$ cat src/rtl/clock_step_ctrl.sv
`default_nettype none
// ============================================================================
// Module      : clock_step_ctrl
// Description : CPU clock-enable generator with run / single-step / halt
//               modes. Produces a one-clk cpu_ce pulse either from a free
//               running divider (RUN) or from a debounced step button (STEP).
//               HALT stops all pulses until reset.
// Revision    : 1.0 - initial release
// ============================================================================
module clock_step_ctrl #(
    parameter int DIV      = 262144,  // board clocks per cpu_ce in RUN
    parameter int DEBOUNCE = 65536    // stable clocks to accept a button level
) (
    input  logic       clk,
    input  logic       rst,
    input  logic       run_sw,
    input  logic       step_btn,
    input  logic       halt,
    output logic       cpu_ce,
    output logic [1:0] state_out,
    output logic [7:0] ce_count
);

    // ------------------------------------------------------------------------
    // Constants
    // ------------------------------------------------------------------------
    localparam int c_DIV_W = (DIV > 2) ? $clog2(DIV) : 1;
    localparam int c_DB_W  = (DEBOUNCE > 1) ? $clog2(DEBOUNCE) : 1;

    localparam logic [c_DIV_W-1:0] c_DIV_MAX = c_DIV_W'(DIV - 1);
    localparam logic [c_DB_W-1:0]  c_DB_MAX  = c_DB_W'(DEBOUNCE - 1);

    typedef enum logic [1:0] {
        ST_STEP = 2'b00,
        ST_RUN  = 2'b01,
        ST_HALT = 2'b10
    } state_e;

    // ------------------------------------------------------------------------
    // Registers and their next-state values
    // ------------------------------------------------------------------------
    logic               r_run_meta_q, r_run_sync_q;
    logic               r_btn_meta_q, r_btn_sync_q;
    logic               r_btn_acc_q,  w_btn_acc_d;
    logic [c_DB_W-1:0]  r_db_cnt_q,   w_db_cnt_d;
    logic               r_press_q,    w_press_d;
    state_e             r_state_q,    w_state_d;
    logic [c_DIV_W-1:0] r_div_cnt_q,  w_div_cnt_d;
    logic               r_cpu_ce_q,   w_cpu_ce_d;
    logic [7:0]         r_ce_count_q, w_ce_count_d;

    // Two-flop synchronizers for the raw asynchronous switch and button
    always_ff @(posedge clk) begin
        if (rst) begin
            r_run_meta_q <= 1'b0;
            r_run_sync_q <= 1'b0;
            r_btn_meta_q <= 1'b0;
            r_btn_sync_q <= 1'b0;
        end else begin
            r_run_meta_q <= run_sw;
            r_run_sync_q <= r_run_meta_q;
            r_btn_meta_q <= step_btn;
            r_btn_sync_q <= r_btn_meta_q;
        end
    end

    // Debouncer: accept a new level only after DEBOUNCE consecutive clocks of
    // disagreement; any agreement restarts the count. A rising accepted level
    // is a press, but it is kept only while in STEP so that presses made in
    // RUN or HALT (or straddling a mode change) are simply dropped.
    always_comb begin
        w_btn_acc_d = r_btn_acc_q;
        w_db_cnt_d  = '0;
        w_press_d   = 1'b0;
        if (r_btn_sync_q != r_btn_acc_q) begin
            if (r_db_cnt_q == c_DB_MAX) begin
                w_btn_acc_d = r_btn_sync_q;
                w_press_d   = r_btn_sync_q && (r_state_q == ST_STEP);
            end else begin
                w_db_cnt_d = r_db_cnt_q + 1'b1;
            end
        end
    end

    // Mode FSM next state: halt has priority, HALT is only left through rst,
    // and the unused code 11 falls back to STEP.
    always_comb begin
        w_state_d = r_state_q;
        case (r_state_q)
            ST_STEP: begin
                if (halt) begin
                    w_state_d = ST_HALT;
                end else if (r_run_sync_q) begin
                    w_state_d = ST_RUN;
                end
            end
            ST_RUN: begin
                if (halt) begin
                    w_state_d = ST_HALT;
                end else if (!r_run_sync_q) begin
                    w_state_d = ST_STEP;
                end
            end
            ST_HALT: begin
                w_state_d = ST_HALT;
            end
            default: begin
                w_state_d = ST_STEP;
            end
        endcase
    end

    // Divider: counts only while staying in RUN, so it reads 0 in every other
    // state and restarts from 0 on each entry to RUN.
    always_comb begin
        w_div_cnt_d = '0;
        if ((r_state_q == ST_RUN) && (w_state_d == ST_RUN)) begin
            if (r_div_cnt_q == c_DIV_MAX) begin
                w_div_cnt_d = '0;
            end else begin
                w_div_cnt_d = r_div_cnt_q + 1'b1;
            end
        end
    end

    // Clock-enable source selection; halt vetoes any pulse for the next clk
    always_comb begin
        w_cpu_ce_d = 1'b0;
        if (!halt) begin
            case (r_state_q)
                ST_RUN:  w_cpu_ce_d = (r_div_cnt_q == c_DIV_MAX);
                ST_STEP: w_cpu_ce_d = r_press_q;
                default: w_cpu_ce_d = 1'b0;
            endcase
        end
    end

    // Pulse counter, advancing once for every clk in which cpu_ce is high
    always_comb begin
        w_ce_count_d = r_ce_count_q;
        if (r_cpu_ce_q) begin
            w_ce_count_d = r_ce_count_q + 8'd1;
        end
    end

    // State registers for debouncer, FSM, divider and outputs
    always_ff @(posedge clk) begin
        if (rst) begin
            r_btn_acc_q  <= 1'b0;
            r_db_cnt_q   <= '0;
            r_press_q    <= 1'b0;
            r_state_q    <= ST_STEP;
            r_div_cnt_q  <= '0;
            r_cpu_ce_q   <= 1'b0;
            r_ce_count_q <= 8'd0;
        end else begin
            r_btn_acc_q  <= w_btn_acc_d;
            r_db_cnt_q   <= w_db_cnt_d;
            r_press_q    <= w_press_d;
            r_state_q    <= w_state_d;
            r_div_cnt_q  <= w_div_cnt_d;
            r_cpu_ce_q   <= w_cpu_ce_d;
            r_ce_count_q <= w_ce_count_d;
        end
    end

    assign cpu_ce    = r_cpu_ce_q;
    assign state_out = r_state_q;
    assign ce_count  = r_ce_count_q;

endmodule
`default_nettype wire

$ cat config.mk
export PLATFORM = sky130hd
export DESIGN_NAME = clock_step_ctrl
export DESIGN_NICKNAME = d
export VERILOG_FILES = /design/src/rtl/clock_step_ctrl.sv
export SDC_FILE = /design/constraint.sdc
export NUM_CORES = 1
export LEC_CHECK = 0
export BUFFER_PORTS_ARGS = -buffer_cell sky130_fd_sc_hd__buf_2
export CORE_ASPECT_RATIO = 0.8
export CORE_MARGIN = 2
export CORE_UTILIZATION = 30
export DETAILED_ROUTE_END_ITERATION = 10
export GPL_TIMING_DRIVEN = 0
export PLACE_DENSITY_LB_ADDON = 0.1
export SLEW_MARGIN = 20
export SYNTH_ARGS = -nofsm -noshare
export SYNTH_HDL_FRONTEND = slang
export SYNTH_SLANG_ARGS = --single-unit
$ cat constraint.sdc
create_clock -name clk -period 1.6 [get_ports clk]
set_input_delay 0 -clock clk [delete_from_list [all_inputs] [get_ports clk]]
set_output_delay 0 -clock clk [all_outputs]
set_load 0.01 [all_outputs]
Yosys cells after proc, flatten, opt, wreduce, memory -nomap -nowiden
Index checks and enable logic that the tools add are counted.
- flip-flop bits (word level): 51
- bits of input ports: 5
- word-level logic and storage cells: 37
- add/subtract/negate cells: 3
- equal/unequal tests: 6
- multiplexer cells: 6
- bitwise logic cells: 3
- reduce and logical (&&, ||, !) cells: 8
- operators with widths (kind ; number):
    adder 18 x 1 -> 18 bit, second input constant ; 1
    equality test 18 bit, second input constant ; 1
    adder 16 x 1 -> 16 bit, second input constant ; 1
    equality test 16 bit, second input constant ; 1
    OR reduction 3 bit ; 3
    adder 8 x 1 -> 8 bit, second input constant ; 1
    2-to-1 mux 2 bit ; 4
    one-hot mux 2 bit (3 select lines) ; 1
    equality test 2 x 1 -> 1 bit, second input constant ; 2
    inverter 1 bit ; 3
    equality test 2 bit, second input constant ; 1
    logical AND 1 bit ; 2
    zero test 2 bit ; 1
    one-hot mux 1 bit (2 select lines) ; 1
    AND reduction 2 bit ; 1
    OR reduction 2 bit ; 1
    inequality test 1 bit ; 1

Longest topological paths before layout
Gate-level depths: netlist of the first run.
- word-level depth: 7
- depth in mapped cells: 7
- depth with buffers taken out: 5

Worst setup path before layout of the first run
No wires, ideal clock.
- path kind: register to register
- from: reg r_db_cnt_q[0]
- to: reg r_db_cnt_q[11]
- setup time: 0.115 ns
- data arrival time: 1.500 ns
- path slack: -0.015 ns
- stages on the path, launching flop included: 8
- period minus slack after synthesis: 1.615 ns
- cells stage by stage: dfxtp_1 ha_1 nand3_1 nor4_2 or2_1 buf_2 buf_6 nor2_1
- longest elaborated chain between the ends: 2
- RTL lines (item ; RTL line ; source):
    from (decl) ; 45 ; logic [c_DB_W-1:0] r_db_cnt_q, w_db_cnt_d;
    from (signal assigned) ; 158 ; r_db_cnt_q <= w_db_cnt_d;
    parallel branches: the longest is 2 deep, another holds adder 16 x 1 -> 16 bit ; n/a ;
Parallel ways; which one is timed is not known.
A chain may end at the register's enable or synchronous reset.

Worst setup path in the final report of the first run
- from: reg r_div_cnt_q[5]
- to: reg r_div_cnt_q[15]
- longest elaborated chain between the ends: 2
- RTL lines (item ; RTL line ; source):
    from (decl) ; 48 ; logic [c_DIV_W-1:0] r_div_cnt_q, w_div_cnt_d;
    from (signal assigned) ; 161 ; r_div_cnt_q <= w_div_cnt_d;
    parallel branches: the longest is 2 deep, another holds adder 18 x 1 -> 18 bit ; n/a ;
Parallel ways; which one is timed is not known.

==> results of run 1 <==
[cell families after synthesis]
logic type,Yosys count,share of synthesized area (%)
AOI/OAI and AO/OA,14,3.92
xor gates and xnor gates,32,13.1
adders and majority gates,3,1.75
buffers and inverters,12,2.63
DFF,51,47.7
muxes,3,1.40
and+or+nand+nor,120,29.5
[registers in the layout (all words and copies together) (netlist names)]
name and cells:
r_run_meta_q 1, r_btn_sync_q 1, r_db_cnt_q 16, state_out 2
r_run_sync_q 1, r_press_q 1, r_div_cnt_q 18, cpu_ce 1
r_btn_meta_q 1, ce_count 8, r_btn_acc_q 1
[synth_stat cells, types with 4 or more instances]
cell / n
nor3_1: 8
nand4_1: 15
xor2_1: 14
dfxtp_1: 51
xnor2_1: 18
inv_1: 6
o21ai_0: 4
nor4_1: 4
nor2_1: 44
a21oi_1: 5
nor2b_1: 4
nand3_1: 13
nand2_1: 10
and3_1: 5
[cell type report]
cell class                      count  area [µm²]
Clock buffer                        7        86.3
Tap cell                           87         109
Inverter                            6        22.5
Sequential cell                    51        1050
Clock inverter                      1        8.76
Timing Repair Buffer               25         165
Buffer                              4        27.5
Multi-Input combinational cell    172        1130
Fill cell                         723        4300
[layout by cell type, fill, tap and decap left out, types with 2 or more instances in the layout]
cell / n
nor4_1: 3
nand3b_1: 2
nor2b_1: 4
nand3_1: 12
mux2i_1: 3
nand2_1: 10
dfxtp_4: 4
buf_4: 4
nor3_1: 7
inv_1: 6
dfxtp_1: 39
and4_1: 2
a21oi_1: 5
or3_1: 3
o21ai_0: 4
clkbuf_8: 6
nand4_4: 2
dfxtp_2: 8
and3_1: 5
or2_1: 2
nor2_1: 44
clkbuf_1: 2
dlygate4sd3_1: 6
xor2_1: 14
buf_2: 16
xnor2_1: 18
nand4_1: 15
[final timing paths]
| check | from | endpoint | slack [ns] | cells past startpoint |
|---|---|---|---|---|
| max | r_div_cnt_q[5] | r_div_cnt_q[15] | 0.05 | 4 |
| min | r_div_cnt_q[0] | r_div_cnt_q[0] | 0.44 | 1 |
| max reg2reg | r_div_cnt_q[5] | r_div_cnt_q[15] | 0.05 | 4 |
| min reg2reg | r_div_cnt_q[0] | r_div_cnt_q[0] | 0.44 | 1 |
[metrics by stage]
stage | area, µm² | hold slack, ns
global placement | 2320 | 0.211
CTS | 2510 | 0.446
detailed placement | 2320 | 0.216
finish | 2590 | 0.441
floorplan | 2140 | 0.0716
global route | 2590 | 0.458
[timing repair]
action	CTS	global route
gates resized for setup	7	22
pin swaps	1	6
endpoints found under the hold margin	5	0
hold buffers	6	0
buffers inserted	1	3
endpoints found under the setup margin	26	31
[critical path, cell delays in order (launching register included)]
cell,delay (ns)
dfxtp_1,0.44
nand4_1,0.29
nor4_1,0.48
xnor2_1,0.17
nor2_1,0.05
[report_power, final]
part           switching (µW)  internal [µW]  total [µW]
registers                5.06           1270        1270
clock network             430            356         785
logic                    20.5           25.0        45.5
[metal layers]
| layer | vias up | global-route usage [%] | part of all wire (%) |
|---|---|---|---|
| met3 | 2 | 3.33 | 3.1 |
| met1 | 711 | 15.5 | 56 |
| li1 | 867 | - | - |
| met5 | - | 0 | 0 |
| met2 | 16 | 16.5 | 40 |
| met4 | 0 | 2.47 | 0.73 |
==> flow_summary_export.csv, run 1 <==
group,metric,value,unit
run_status,run_status,"finished clean",
die,placeableCoreArea,6890,µm²
yosys,ys_seq_area_share,47.7,%
yosys,post_synth_main_area_contributors,"dfxtp_1 (48%), nor2_1 (7.7%), xnor2_1 (7.4%)",
timing,finalSetupViolCount,0,
drt,wl_per_cell,11.2,µm
global_route,groute.usage.overall,11.0,%
timing,worst_pin_slew,0.456,ns
finish,post_layout_instance_count_excluding_filler_cells,353,
finish,drive_above_1_share,19.5,%
place,placed_cells,337,
clock_network,htree_levels,2,
place,hpwl,2.78,mm
timing,skew,0.0153,ns
critical_path,required,1.78,ns
timing,final_count_of_hold_timing_violations,0,
yosys,synthFlopType,"dfxtp_1",
die,chipHeight,79.5,µm
timing,timing.final.crit_period,1.55,ns
place,finalWeightedCongestion,0.697,
timing,fin_ws,0.0477,ns
yosys,number_of_synthesized_flops_with_an_enable_pin,0,
drt,routed_wirelength,3.96,mm
drt,vias_post_dr,1596,
finish,finalCoreUtilization,37.7,%
die,io_pins,16,
yosys,synthArstFlopShare,0,%
min_path,timing.hold.worst.class,"reg -> reg",
place,port-buffer-count,15,
pwr,max-vdd-ir-drop,0.465,mV
global_route,grt_overflow,0,
yosys,synth_fp_nets,243,
drt,detailedRoute.firstPassIterationCount,4,
finish,area_growth_syn_to_layout,21.3,%
die,initial_core_util,31.0,%
die,rows,27,
yosys,yosysTopAreaCell,"dfxtp_1",
timing,finalMaxSlewViolations,0,
finish,design.final.nets,273,
drt,drc,0,
timing,final.setup.tns,0,ns
yosys,library_cells_used_by_synthesis,34,
global_route,grt_first_pass_wirelength,7.07,mm
clock_network,cts_buffer_depth,2,
critical_path,type_of_the_setup_path_with_the_least_slack,"reg -> reg",
place,placement.setup.worst_slack,-0.268,ns
yosys,syn_area,2140,µm²
timing,final.period_utilization,97.0,%
yosys,postSynthCellCount,235,
pwr,pwr_density_cell,811,nW/µm²
drt,avgViaCountPerCell,4.52,
finish,antennaDiodeCount,0,
clock_network,clock_insertion_delay_worst_skew,0.30,ns
critical_path,worstSetupStartpointType,"flip-flop",
pwr,p_leak,0.000874,µW
drt,drt_iter0_drc,55,
drt,detail-route-antenna-nets,0,
yosys,synthesis.yosys.warnings,0,
die,die_w,98.4,µm
clock_network,clkTransAtPathRegs,0.10,ns
timing,clock.fmax,644,MHz
pwr,total_power,2110,µW
timing,worst_slew_margin_rel,69.6,%
yosys,synth_seq_cells,51,
yosys,synth_top_area_share,47.7,%
clock_network,ctsRootBufferMaster,"clkbuf_8",
clock_network,cts_tree,"yes",
clock_network,cts_num_sinks,51,
global_route,grt_antenna_before_repair,0,
critical_path,worst-path-max-fanout,6,
critical_path,critical_path_arrival,1.73,ns
global_route,grt_max_degree,17,
timing,grt_setup_unrepaired,"yes",
global_route,number_of_global_route_vias_before_repair,1522,
yosys,average_cell_area_after_synthesis,9.10,µm²
clock_network,cts_buffer_count,5,
critical_path,cp-end-kind,"flip-flop",
die,die_area,7830,µm²
job,maxCapViolations,0,
(Power assumes the default switching activity.)
==> run 2: changes to the inputs <==
- BUFFER_PORTS_ARGS: -buffer_cell sky130_fd_sc_hd__buf_2 -> not set
- DONT_BUFFER_PORTS: not set -> 1
==> flow_summary_export.csv, run 2 (synthesis results as in run 1) <==
group,metric,value,unit
run_status,run_status,"finished clean",
die,rows,27,
place,placement.setup.worst_slack,-0.247,ns
global_route,grt_antenna_before_repair,0,
global_route,grt_overflow,0,
pwr,pwr_density_cell,842,nW/µm²
finish,top_library_cells_by_usage_in_the_layout_fill_and_taps_aside,"nor2_1 (44), dfxtp_1 (40), xnor2_1 (18)",
critical_path,type_of_the_setup_path_with_the_least_slack,"reg -> reg",
clock_network,cts_tree,"yes",
global_route,grt_max_degree,18,
global_route,grt_util_met2,16.1,%
global_route,number_of_global_route_vias_before_repair,1511,
die,initial_core_util,31.0,%
place,port-buffer-count,0,
finish,post_layout_instance_count_excluding_filler_cells,336,
place,placed_cells,322,
drt,routed_wirelength,4.12,mm
drt,detail-route-antenna-nets,0,
finish,largest_register_ffs,18,
global_route,met3_usage,4.29,%
pwr,power.combinational.fraction,1.6,%
pwr,p_switching,485,µW
pwr,pwr-share-seq,61.2,%
finish,finalCoreUtilization,36.0,%
timing,clock.fmax,665,MHz
timing,worst_slew_margin_rel,67.3,%
drt,detailedRoute.firstPassIterationCount,4,
finish,area_growth_syn_to_layout,15.9,%
drt,wl_per_cell,12.3,µm
critical_path,cp-end-kind,"flip-flop",
finish,design.final.nets,256,
critical_path,critical_path_arrival,1.75,ns
timing,final.setup.tns,0,ns
drt,drt_iter0_drc,53,
die,die_w,98.4,µm
clock_network,cts_buffer_count,5,
timing,skew,0.0138,ns
place,place_area,2250,µm²
pwr,p_sw_share,23.2,%
finish,fill_cells,735,
clock_network,clock_insertion_delay_worst_skew,0.31,ns
timing,finalMaxSlewViolations,0,
drt,drc,0,
die,io_pins,16,
min_path,timing.hold.worst.class,"in -> reg",
finish,drive_above_1_share,14.9,%
timing,fin_ws,0.0974,ns
pwr,max-vdd-ir-drop,0.290,mV
timing,final_count_of_hold_timing_violations,0,
drt,vias_post_dr,1577,
die,die_area,7830,µm²
timing,timing.final.crit_period,1.50,ns
clock_network,ctsRootBufferMaster,"clkbuf_8",
critical_path,worstSetupStartpointType,"flip-flop",
finish,final_common_cell,"nor2_1",
critical_path,worst-path-max-fanout,5,
job,maxCapViolations,0,
clock_network,clkTransAtPathRegs,0.10,ns
global_route,groute.usage.overall,11.5,%
timing,final.period_utilization,93.9,%
global_route,gr-usage-met1,15.9,%
pwr,power_frac_clock,37.2,%
clock_network,htree_levels,2,
global_route,grt_first_pass_wirelength,7.27,mm
die,placeableCoreArea,6890,µm²
pwr,p_leak,0.000783,µW
clock_network,cts_buffer_depth,2,
critical_path,required,1.84,ns
place,finalWeightedCongestion,0.698,
timing,grt_setup_unrepaired,"no",
timing,worst_pin_slew,0.490,ns
finish,largest_register,"r_div_cnt_q",
finish,final_area,2480,µm²
drt,avgViaCountPerCell,4.69,
die,chipHeight,79.5,µm
finish,antennaDiodeCount,0,
timing,finalSetupViolCount,0,
place,hpwl,2.80,mm
pwr,p_int,1600,µW
clock_network,cts_num_sinks,51,
global_route,grt.busiest_layer,"met2",
## run 2: cell count changes in the layout (fill, tap and decap cells not counted), sizes merged
cell         change
dlygate4sd3      -2
clkinv           +1
inv              +1
clkbuf           -2
buf             -15
## run 2: worst max-delay path, cell delays in order, from the launching register on
cell	delay, ns
dfxtp_1	0.43
nand4_4	0.16
or2_1	0.25
or4_1	0.46
a21oi_1	0.14
## run 2: through the flow
step                power [µW]  hold slack [ns]
floorplan                 1330           0.0716
global placement          1330           0.0734
detailed placement        1330           0.0742
CTS                       2130           0.0814
global route              2190            0.113
finish                    2090           0.0943
## run 2: power by group through the flow
| stage | sequential (µW) | combinational (µW) | clock [µW] |
|---|---|---|---|
| floorplan | 1310 | 17.2 | 0 |
| global placement | 1310 | 21.2 | 0 |
| detailed placement | 1310 | 21.5 | 0 |
| CTS | 1280 | 32.1 | 818 |
| global route | 1280 | 36.8 | 872 |
| finish | 1280 | 33.3 | 776 |
## run 2: path summary, 6_finish.rpt
| check | from | to | slack, ns | cells past startpoint |
|---|---|---|---|---|
| setup / recovery | r_db_cnt_q[10] | r_db_cnt_q[15] | 0.1 | 4 |
| hold / removal | rst | ce_count[3] | 0.09 | 2 |
| setup reg to reg | r_db_cnt_q[10] | r_db_cnt_q[15] | 0.1 | 4 |
| hold reg to reg | r_run_meta_q | r_run_sync_q | 0.44 | 1 |
## run 2: what timing repair did
| item | 4_1_cts | 5_1_grt |
|---|---|---|
| pin swaps | 1 | 2 |
| hold endpoints to repair | 12 | 0 |
| buffers inserted | 1 | 2 |
| setup endpoints to repair | 26 | 21 |
| resized for setup | 12 | 15 |
| hold buffers | 4 | 0 |
## run 2: final cells by class
cell class / instances / area, µm² / share of cell area (%)
plain buffers: 5 / 30.0 / 1.21
clock buffers: 5 / 68.8 / 2.77
clock inverters: 3 / 22.5 / 0.908
inverters: 6 / 22.5 / 0.908
multi-input cells: 172 / 1120 / 45.3
flip-flops and latches: 51 / 1040 / 42.0
well taps: 87 / 109 / 4.39
repair buffers: 7 / 62.6 / 2.52
## run 2: per-layer routing
layer | vias to the layer above | share of wire, %
met5 | - | 0
met4 | 0 | 1.5
met3 | 5 | 5.3
met2 | 18 | 41
met1 | 719 | 52
li1 | 835 | -
==> run 3: changes to the inputs <==
- clock period: 1.6 -> 1.2 ns (I/O delays scaled with it)
==> flow_summary_export.csv, run 3 (synthesis results as in run 1) <==
group,metric,value,unit
run_status,run_status,"complete, but fails checks",
run_status,failed_checks,"setup timing",
finish,drive_above_1_share,47.5,%
clock_network,cts_buffer_count,5,
drt,wl_per_cell,13.1,µm
finish,largest_register_ffs,18,
timing,final.period_utilization,115,%
critical_path,r2r_path_start,"r_db_cnt_q[1]",
die,placeableCoreArea,6890,µm²
pwr,pwr_density_cell,912,nW/µm²
finish,top_library_cells_by_usage_in_the_layout_fill_and_taps_aside,"buf_4 (32), nor2_1 (23), dfxtp_2 (21)",
critical_path,required,1.40,ns
finish,fill_cells,677,
die,io_pins,16,
critical_path,type_of_the_setup_path_with_the_least_slack,"reg -> reg",
global_route,grt_max_degree,19,
clock_network,ctsRootBufferMaster,"clkbuf_8",
timing,worst_slew_margin_rel,70.3,%
die,die_area,7830,µm²
critical_path,reg2reg_depth,7,
timing,finalSetupViolCount,36,
global_route,grt.busiest_layer,"met2",
critical_path,worst-path-max-fanout,5,
finish,antennaDiodeCount,0,
min_path,worst_hold_path.endpoint,"ce_count[0]",
global_route,grt_antenna_before_repair,0,
drt,drc,0,
timing,timing.final.crit_period,1.39,ns
drt,vias_post_dr,1763,
global_route,grt_overflow,0,
timing,grt_setup_unrepaired,"yes",
global_route,groute.usage.overall,12.7,%
global_route,grt_first_pass_wirelength,8.01,mm
place,place_area,2350,µm²
timing,final.setup.tns,-4.76,ns
timing,finalMaxSlewViolations,0,
global_route,number_of_global_route_vias_before_repair,1679,
clock_network,cts_num_sinks,51,
finish,final_area,3070,µm²
critical_path,setup.reg_to_reg.worst_slack,-0.19,ns
place,port-buffer-count,0,
drt,routed_wirelength,4.85,mm
global_route,met3_usage,3.42,%
finish,design.final.nets,291,
drt,detail-route-antenna-nets,0,
drt,drt_iter0_drc,52,
job,maxCapViolations,0,
place,finalWeightedCongestion,0.718,
timing,final_count_of_hold_timing_violations,0,
finish,largest_register,"r_div_cnt_q",
timing,clock.fmax,722,MHz
critical_path,critical_path_arrival,1.59,ns
pwr,p_leak,0.00105,µW
finish,final_common_cell,"buf_4",
timing,fin_ws,-0.185,ns
pwr,max-vdd-ir-drop,0.471,mV
die,rows,27,
clock_network,htree_levels,2,
critical_path,cp-end-kind,"flip-flop",
clock_network,cts_buffer_depth,2,
finish,area_growth_syn_to_layout,43.6,%
min_path,hold-path-cell-count,2,
drt,avgViaCountPerCell,4.75,
die,chipHeight,79.5,µm
timing,worst_pin_slew,0.445,ns
global_route,gr-usage-met1,17.0,%
die,initial_core_util,31.0,%
clock_network,cts_tree,"yes",
clock_network,clkTransAtPathRegs,0.11,ns
min_path,timing.hold.worst.class,"in -> reg",
die,die_w,98.4,µm
place,hpwl,2.83,mm
critical_path,worstSetupStartpointType,"flip-flop",
timing,skew,0.0129,ns
place,placement.setup.worst_slack,-0.404,ns
global_route,grt_util_met2,19.9,%
min_path,timing.hold.worst.start,"rst",
critical_path,crit-reg2reg-capture,"r_db_cnt_q[3]",
clock_network,clock_insertion_delay_worst_skew,0.31,ns
drt,detailedRoute.firstPassIterationCount,4,
## run 3: changes by cell type in the layout (fill, tap and decap cells not counted), moves of 4 or more
cell / previous run / this run
dfxtp_4: 3 / 19
nand3_1: 12 / 8
nor3_1: 7 / 3
nor2_1: 44 / 23
dfxtp_1: 40 / 11
buf_6: 1 / 7
nor2_2: 0 / 18
dfxtp_2: 8 / 21
buf_4: 3 / 32
## run 3: metrics by stage
step / total power [µW] / utilization, % / instances / hold slack (ns)
2_1_floorplan: 1770 / - / 235 / 0.0716
3_3_place_gp: 1780 / 34.1 / 322 / 0.0735
3_5_place_dp: 1780 / 34.1 / 322 / 0.0751
4_1_cts: 2870 / 42.5 / 368 / 0.0630
5_1_grt: 2920 / 44.6 / 371 / 0.0702
6_report: 2800 / 44.6 / 371 / 0.0678
## run 3: power breakdown
part	total [µW]	switching, µW	internal [µW]
clock network	1070	641	434
logic	57.5	27.9	29.6
registers	1670	9.82	1660
total	2800	679	2120
## run 3: what timing repair did
| action | CTS | global route |
|---|---|---|
| gates cloned | 2 | 0 |
| pin swaps | 40 | 11 |
| resized for setup | 55 | 42 |
| hold buffers | 4 | 0 |
| hold endpoints to repair | 12 | 0 |
| setup buffers | 32 | 3 |
| setup endpoints to repair | 39 | 42 |
## run 3: metal layers
layer	part of all wire (%)	vias to the layer above
met5	0	-
met4	1.3	0
met3	3.2	8
met2	45	15
met1	51	835
li1	-	905
## run 3: critical path: stages, from the launching register on
cell and delay (ns):
dfxtp_4 0.37, ha_4 0.15, nand3_4 0.07, nor4_4 0.24, or2_1 0.15, buf_6 0.13, buf_6 0.12, nor2_1 0.04
## run 3: worst max-delay path by stage
stage	start	slack [ns]	end	cells after the start
3_3_place_gp	r_db_cnt_q[2]	-0.38	r_db_cnt_q[1]	6
3_5_place_dp	r_db_cnt_q[0]	-0.40	r_db_cnt_q[5]	7
4_1_cts	r_db_cnt_q[0]	-0.16	r_db_cnt_q[7]	7
2_1_floorplan	r_db_cnt_q[2]	-0.17	r_db_cnt_q[3]	6
6_report	r_db_cnt_q[1]	-0.19	r_db_cnt_q[3]	7
5_1_grt	r_db_cnt_q[13]	-0.23	r_db_cnt_q[5]	6
## run 3: layout make-up
class	count	area, µm²	share of cell area, %
multi-input combinational	172	1310	42.5
sequential	51	1120	36.4
timing repair buffer	41	358	11.6
tap	87	109	3.54
clock buffer	5	68.8	2.24
buffer	6	60.1	1.96
clock inverter	3	28.8	0.937
inverter	6	22.5	0.733
